**config.mk**
```make
export PLATFORM = sky130hd
export DESIGN_NAME = mem_arbiter
export DESIGN_NICKNAME = d
export VERILOG_FILES = /design/src/rtl/arb_pkg.sv /design/src/rtl/rr_pick2.sv /design/src/rtl/mem_arbiter.sv
export SDC_FILE = /design/constraint.sdc
export NUM_CORES = 1
export LEC_CHECK = 0
export ABC_CLOCK_PERIOD_IN_PS = 1700
export CAP_MARGIN = 20
export CORE_AREA = 2 2 123 125
export CTS_CLUSTER_DIAMETER = 60
export CTS_CLUSTER_SIZE = 28
export DETAILED_ROUTE_END_ITERATION = 16
export DIE_AREA = 0 0 125 127
export GPL_TIMING_DRIVEN = 0
export PLACE_DENSITY = 0.7
export RECOVER_POWER = 50
export REMOVE_ABC_BUFFERS = 1
export SYNTH_ARGS = -nofsm -noshare
export SYNTH_HDL_FRONTEND = slang
export SYNTH_SLANG_ARGS = --single-unit
```
**constraint.sdc**
```tcl
create_clock -name clk -period 1.7 [get_ports clk]
set_input_delay 0.34 -clock clk [delete_from_list [all_inputs] [get_ports clk]]
set_output_delay 0.34 -clock clk [all_outputs]
set_load 0.1 [all_outputs]
```
**src/rtl/arb_pkg.sv**
```systemverilog
// Shared types for the CPU/DMA memory-port arbiter.
package arb_pkg;

  typedef enum logic [1:0] {ARB_IDLE, ARB_ISSUE, ARB_WAIT, ARB_RESP} arb_state_t;
  typedef enum logic {OWN_CPU, OWN_DMA} arb_owner_t;

  localparam logic [31:0] ARB_ERR_DATA = 32'hDEAD_BEEF;

endpackage

```
**src/rtl/rr_pick2.sv**
```systemverilog
// Two-way round-robin pick: a lone requester wins, contention goes to the
// requester that did not own the port last.
module rr_pick2
  import arb_pkg::*;
(
  input  logic       cpu_req_i,
  input  logic       dma_req_i,
  input  arb_owner_t last_owner_i,
  output logic       grant_vld_o,
  output arb_owner_t grant_o
);

  always_comb begin
    grant_vld_o = cpu_req_i | dma_req_i;
    grant_o     = OWN_CPU;
    if (cpu_req_i && dma_req_i) begin
      grant_o = (last_owner_i == OWN_CPU) ? OWN_DMA : OWN_CPU;
    end else if (dma_req_i) begin
      grant_o = OWN_DMA;
    end
  end

endmodule

```
**src/rtl/mem_arbiter.sv**
```systemverilog
// CPU/DMA arbiter in front of the single memory port (IDLE->ISSUE->WAIT->RESP).
// Define ARB_TIMEOUT_EN to add a WAIT watchdog that completes with err=1.
module mem_arbiter
  import arb_pkg::*;
#(
  parameter int TIMEOUT_CYCLES = 4096,
  parameter int TO_W           = $clog2(TIMEOUT_CYCLES + 1)
) (
  input  logic        clk,
  input  logic        reset,
  input  logic        cpu_req,
  input  logic        cpu_we,
  input  logic [2:0]  cpu_funct3,
  input  logic [31:0] cpu_addr,
  input  logic [31:0] cpu_wdata,
  output logic        cpu_ack,
  output logic [31:0] cpu_rdata,
  output logic        cpu_err,
  input  logic        dma_req,
  input  logic        dma_we,
  input  logic [2:0]  dma_funct3,
  input  logic [31:0] dma_addr,
  input  logic [31:0] dma_wdata,
  output logic        dma_ack,
  output logic [31:0] dma_rdata,
  output logic        dma_err,
  output logic        mem_ce,
  output logic        mem_memwrite,
  output logic [2:0]  mem_funct3,
  output logic [31:0] mem_addr,
  output logic [31:0] mem_datain,
  input  logic [31:0] mem_dataout,
  input  logic        mem_busy,
  input  logic        mem_valid,
  output logic        owner_dma
);

  arb_state_t  state_q, state_d;
  arb_owner_t  owner_q, owner_d;
  arb_owner_t  last_owner_q, last_owner_d;
  logic        cpu_ack_q, cpu_ack_d, dma_ack_q, dma_ack_d;
  logic        cpu_err_q, cpu_err_d, dma_err_q, dma_err_d;
  logic [31:0] cpu_rdata_q, cpu_rdata_d, dma_rdata_q, dma_rdata_d;
  logic        grant_vld;
  arb_owner_t  grant;
  logic        timeout;

  rr_pick2 u_pick (
    .cpu_req_i    (cpu_req),
    .dma_req_i    (dma_req),
    .last_owner_i (last_owner_q),
    .grant_vld_o  (grant_vld),
    .grant_o      (grant)
  );

`ifdef ARB_TIMEOUT_EN
  logic [TO_W-1:0] to_cnt_q, to_cnt_d;

  always_comb begin
    to_cnt_d = to_cnt_q;
    if (state_q == ARB_ISSUE) begin
      to_cnt_d = '0;
    end else if (state_q == ARB_WAIT) begin
      to_cnt_d = to_cnt_q + TO_W'(1);
    end
  end

  assign timeout = (state_q == ARB_WAIT) && (to_cnt_q == TO_W'(TIMEOUT_CYCLES - 1));

  always_ff @(posedge clk) begin
    if (!reset) to_cnt_q <= '0;
    else        to_cnt_q <= to_cnt_d;
  end
`else
  // Sizing parameters only matter with the watchdog built in.
  logic unused_cfg;
  assign unused_cfg = ^TO_W'(TIMEOUT_CYCLES);
  assign timeout    = 1'b0;
`endif

  always_comb begin
    state_d      = state_q;
    owner_d      = owner_q;
    last_owner_d = last_owner_q;
    cpu_ack_d    = 1'b0;
    dma_ack_d    = 1'b0;
    cpu_err_d    = 1'b0;
    dma_err_d    = 1'b0;
    cpu_rdata_d  = cpu_rdata_q;
    dma_rdata_d  = dma_rdata_q;
    case (state_q)
      ARB_IDLE: begin
        if (grant_vld && !mem_busy) begin
          owner_d = grant;
          state_d = ARB_ISSUE;
        end
      end
      ARB_ISSUE: state_d = ARB_WAIT;
      ARB_WAIT: begin
        // A real completion beats a watchdog expiry in the same cycle.
        if (mem_valid || timeout) begin
          state_d      = ARB_RESP;
          last_owner_d = owner_q;
          if (owner_q == OWN_DMA) begin
            dma_ack_d   = 1'b1;
            dma_err_d   = !mem_valid;
            dma_rdata_d = mem_valid ? mem_dataout : ARB_ERR_DATA;
          end else begin
            cpu_ack_d   = 1'b1;
            cpu_err_d   = !mem_valid;
            cpu_rdata_d = mem_valid ? mem_dataout : ARB_ERR_DATA;
          end
        end
      end
      ARB_RESP: state_d = ARB_IDLE;
      default:  state_d = ARB_IDLE;
    endcase
  end

  always_ff @(posedge clk) begin
    if (!reset) begin
      state_q      <= ARB_IDLE;
      owner_q      <= OWN_CPU;
      last_owner_q <= OWN_DMA;
      cpu_ack_q    <= 1'b0;
      dma_ack_q    <= 1'b0;
      cpu_err_q    <= 1'b0;
      dma_err_q    <= 1'b0;
      cpu_rdata_q  <= '0;
      dma_rdata_q  <= '0;
    end else begin
      state_q      <= state_d;
      owner_q      <= owner_d;
      last_owner_q <= last_owner_d;
      cpu_ack_q    <= cpu_ack_d;
      dma_ack_q    <= dma_ack_d;
      cpu_err_q    <= cpu_err_d;
      dma_err_q    <= dma_err_d;
      cpu_rdata_q  <= cpu_rdata_d;
      dma_rdata_q  <= dma_rdata_d;
    end
  end

  // Memory-side fields are forced to zero outside ISSUE/WAIT so no stray write can leak.
  always_comb begin
    mem_memwrite = 1'b0;
    mem_funct3   = '0;
    mem_addr     = '0;
    mem_datain   = '0;
    if (state_q == ARB_ISSUE || state_q == ARB_WAIT) begin
      if (owner_q == OWN_DMA) begin
        mem_memwrite = dma_we;
        mem_funct3   = dma_funct3;
        mem_addr     = dma_addr;
        mem_datain   = dma_wdata;
      end else begin
        mem_memwrite = cpu_we;
        mem_funct3   = cpu_funct3;
        mem_addr     = cpu_addr;
        mem_datain   = cpu_wdata;
      end
    end
  end

  assign mem_ce    = (state_q == ARB_ISSUE);
  assign owner_dma = (state_q != ARB_IDLE) && (owner_q == OWN_DMA);
  assign cpu_ack   = cpu_ack_q;
  assign dma_ack   = dma_ack_q;
  assign cpu_err   = cpu_err_q;
  assign dma_err   = dma_err_q;
  assign cpu_rdata = cpu_rdata_q;
  assign dma_rdata = dma_rdata_q;

endmodule

```
==> results.txt <==
The die width is 125 um. The number of global-route vias before repair came to 5029. The peak per-stage delay on the critical path came out at 360 ps. The smallest hold slack is 453.7 ps. The ratio of final minimum period to clock period is 1.314. The placed cell count is 867. The library cells used most frequently in the layout, excluding fill and tap cells, are sky130_fd_sc_hd__clkdlybuf4s50_1 (172), sky130_fd_sc_hd__buf_12 (81), sky130_fd_sc_hd__nand2_1 (71), sky130_fd_sc_hd__dfxtp_1 (69). The first routing iteration left 114 violations. The library cell used most frequently in the layout, excluding fill and tap cells, is sky130_fd_sc_hd__clkdlybuf4s50_1. The number of enable flip-flop cells after synthesis came out at 0.

The longest clock path from root to sink contains 2 buffers. The number of nets with antenna violations after detailed routing is 0. The post-synthesis sequential element count came out at 72. The share of flip-flops with an asynchronous set or reset is 0. Entering global routing, the biggest net connects 37 pins. The mapped netlist covers 3591 um^2. Once placement finished, the instance area stood at 6875 um^2. The flow ran to the end, but the final reports show violations. On the critical path the largest part of the delay comes from buffers and inverters.

The I/O pin count is 312. The number of detailed-routing iterations run before antenna repair came out at 5. The total area of sequential cells came out at 1448 um^2. From bottom edge to top edge, the die measures 127 um. The total half-perimeter wirelength after legalization and detailed placement came out at 12010 um. The worst slew margin relative to its limit came out at 0.4951. The placer congestion estimate came out at 0.8258.

The number of maximum-capacitance violations came out at 0. The upper clock frequency limit is 447.8 MHz. Once layout is done, the placed cells without fillers occupy 9522 um^2. The total overflow reported by the global router is 0. The number of rows in the core area came out at 44.

The critical path is of the register to output pin type. STA classifies the critical path startpoint as a register. The signed area change from the synthesized netlist to the final layout is 165.2%. The checks that failed: setup timing.

The clock-pin transition on the worst setup and hold timing paths came out at 60 ps. The number of hold violations in the final report is 0. The depth of the CTS H-tree is 3. For this run, the number of standard cells in the final layout without fillers is 955. The number of buffer and inverter instances along the worst setup path came out at 7.

For this design the ratio of total power to cell area is 2450 nW/um^2. The max-slew violation count is 0. The via-per-instance ratio is 4.849. STA puts the critical path data arrival time at 1890 ps. The initial antenna violation count came out at 5. The final clock skew is 4.324 ps. The global-route wire length before repair came out at 29430 um. The clock sink total came out at 72. The number of remaining DRC errors is 0. The buffer cell driving the clock tree root is sky130_fd_sc_hd__clkbuf_16. The overall die area came out at 15880 um^2. The critical path's slowest cell is sky130_fd_sc_hd__dfxtp_2. The actual slew at the worst max-slew pin is 756.3 ps. The area of the core region came out at 14420 um^2.

Setup slack on the critical path of the routed design comes to -533.0 ps. The element type at the critical path end is an output pin. Walking the worst path, the cells encountered are inv_4 -> ha_4 -> buf_12 -> buf_12 -> buf_6 -> buf_6 -> buf_6 -> nor2b_4 -> buf_12.

During synthesis, Yosys emitted a total of 0 warnings. Input and output buffers added on the ports amount to 311. TritonCTS built the clock tree. In this run the worst hold path is classified as register to register. The average instance in the mapped netlist occupies 9.000 um^2. The number of library cell types mapped by synthesis is 23. The number of standard cells after synthesis came out at 399.

The sequential element share of the synthesized area came out at 0.4014. The area of combinational cells with multiple inputs is 2670 um^2. Setup repair after global routing could not meet its margin everywhere. For the worst setup path, the data required time is 1360 ps.

The starting utilization of the core area is 0.2490. The count of endpoints failing setup in the final report came out at 100. The global-route total usage across every layer came out at 0.2432.

Prior to clock tree synthesis, the placed netlist has a worst setup slack of -1481 ps. The count of fill cells added during filler insertion is 1024. The commonest register cell after synthesis is sky130_fd_sc_hd__dfxtp_1. The insertion delay to the later sink of the worst-skew pair came out at 330 ps.

The clock buffer count from CTS is 9. The maximum vdd drop is 2.379 mV. Summed over all layers, the routed wires come to 20550 um. The sum of negative setup slack is -28940 ps.

The fraction of layout cells with a size suffix above 1 is 0.4204. The clock period minus worst slack is 2233 ps. The net count of the finished layout is 939. The maximum fanout count along the critical path is 4. The leakage power of the design is 3.590 nW. The detailed-route via count came out at 4631. After detailed routing, the average wire length per cell comes to 21.52 um.
-- logic make-up (layout without fill, tap and decap cells) --
family,Yosys count,in the layout,synth area share
other cells,1,7,0.001044
compound gates,69,69,0.1328
fa+ha+maj,4,4,0.01394
buf+inv,35,400,0.04808
flops,72,72,0.4014
simple gates,149,150,0.2105
mux,69,69,0.1923
-- worst min-delay path, delay by kind of cell, from the launching register on --
family | cells | cell delay, ps
flops | 1 | 300
simple gates | 1 | 50
compound gates | 1 | 50
-- final timing paths --
path / start / slack, ps / cells after the start / end
max reg2reg: state_q[1]$_SDFFE_PN0P_ / 20 / 10 / state_q[1]$_SDFFE_PN0P_
min: cpu_rdata[21]$_SDFFE_PN0P_ / 450 / 2 / cpu_rdata[21]$_SDFFE_PN0P_
max: state_q[1]$_SDFFE_PN0P_ / -530 / 9 / mem_datain[20]
min reg2reg: cpu_rdata[21]$_SDFFE_PN0P_ / 450 / 2 / cpu_rdata[21]$_SDFFE_PN0P_
-- cells in the mapped netlist, types with 2 or more instances --
| library cell | instances | share of area |
|---|---|---|
| sky130_fd_sc_hd__dfxtp_1 | 72 | 0.40 |
| sky130_fd_sc_hd__a22o_1 | 32 | 0.078 |
| sky130_fd_sc_hd__buf_2 | 18 | 0.025 |
| sky130_fd_sc_hd__ha_1 | 4 | 0.014 |
| sky130_fd_sc_hd__nand2_1 | 71 | 0.074 |
| sky130_fd_sc_hd__mux2i_1 | 69 | 0.19 |
| sky130_fd_sc_hd__nor2_1 | 2 | 0.0021 |
| sky130_fd_sc_hd__a21oi_1 | 34 | 0.047 |
| sky130_fd_sc_hd__inv_1 | 2 | 0.0021 |
| sky130_fd_sc_hd__nand3b_1 | 2 | 0.0042 |
| sky130_fd_sc_hd__clkbuf_1 | 11 | 0.011 |
| sky130_fd_sc_hd__buf_6 | 2 | 0.0063 |
| sky130_fd_sc_hd__nor2b_1 | 70 | 0.12 |
-- metal layers --
layer  global-route usage  part of all wire  vias to the layer above
li1                     -                 -                     2091
met1               0.2274              0.32                     2204
met2               0.4501              0.54                      264
met3              0.07496             0.077                       72
met4               0.1739             0.068                        0
met5                    0                 0                        -
-- what timing repair did --
action | in CTS | in global routing
endpoints found under the hold margin | 0 | 0
gates cloned | 7 | 1
resized for setup | 1021 | 26
endpoints found under the setup margin | 206 | 127
setup buffers | 38 | 26
pin swaps | 3 | 3
hold buffers | 0 | 0
-- state kept, by name, indices dropped and copies added, names as in the netlist --
signal,count
dma_ack,1
cpu_rdata,32
dma_err,1
dma_rdata,32
owner_q,1
last_owner_q,1
cpu_ack,1
cpu_err,1
state_q,2
-- power breakdown --
| group | internal, W | switching, W | total [W] |
|---|---|---|---|
| clock | 0.00131 | 0.000692 | 0.00200 |
| sequential | 0.00182 | 0.0000807 | 0.00190 |
| combinational | 0.00839 | 0.0110 | 0.0194 |
| total | 0.0115 | 0.0118 | 0.0233 |
-- layout make-up --
type                    instances  share of cell area
diodes                          5            0.001314
clock buffers                  13             0.02957
clock inverters                 3            0.004862
inverters                       3            0.001445
multi-input cells             294              0.2804
flip-flops and latches         72              0.1520
well taps                     184             0.02418
repair buffers                381              0.5062
-- through the flow --
stage,power (W),utilization
floorplan,0.01103,-
global placement,0.01109,0.4698
detailed placement,0.01403,0.4767
CTS,0.02251,0.6410
global route,0.02383,0.6601
finish,0.02333,0.6601
No activity file was read; power rests on OpenSTA's default activity.
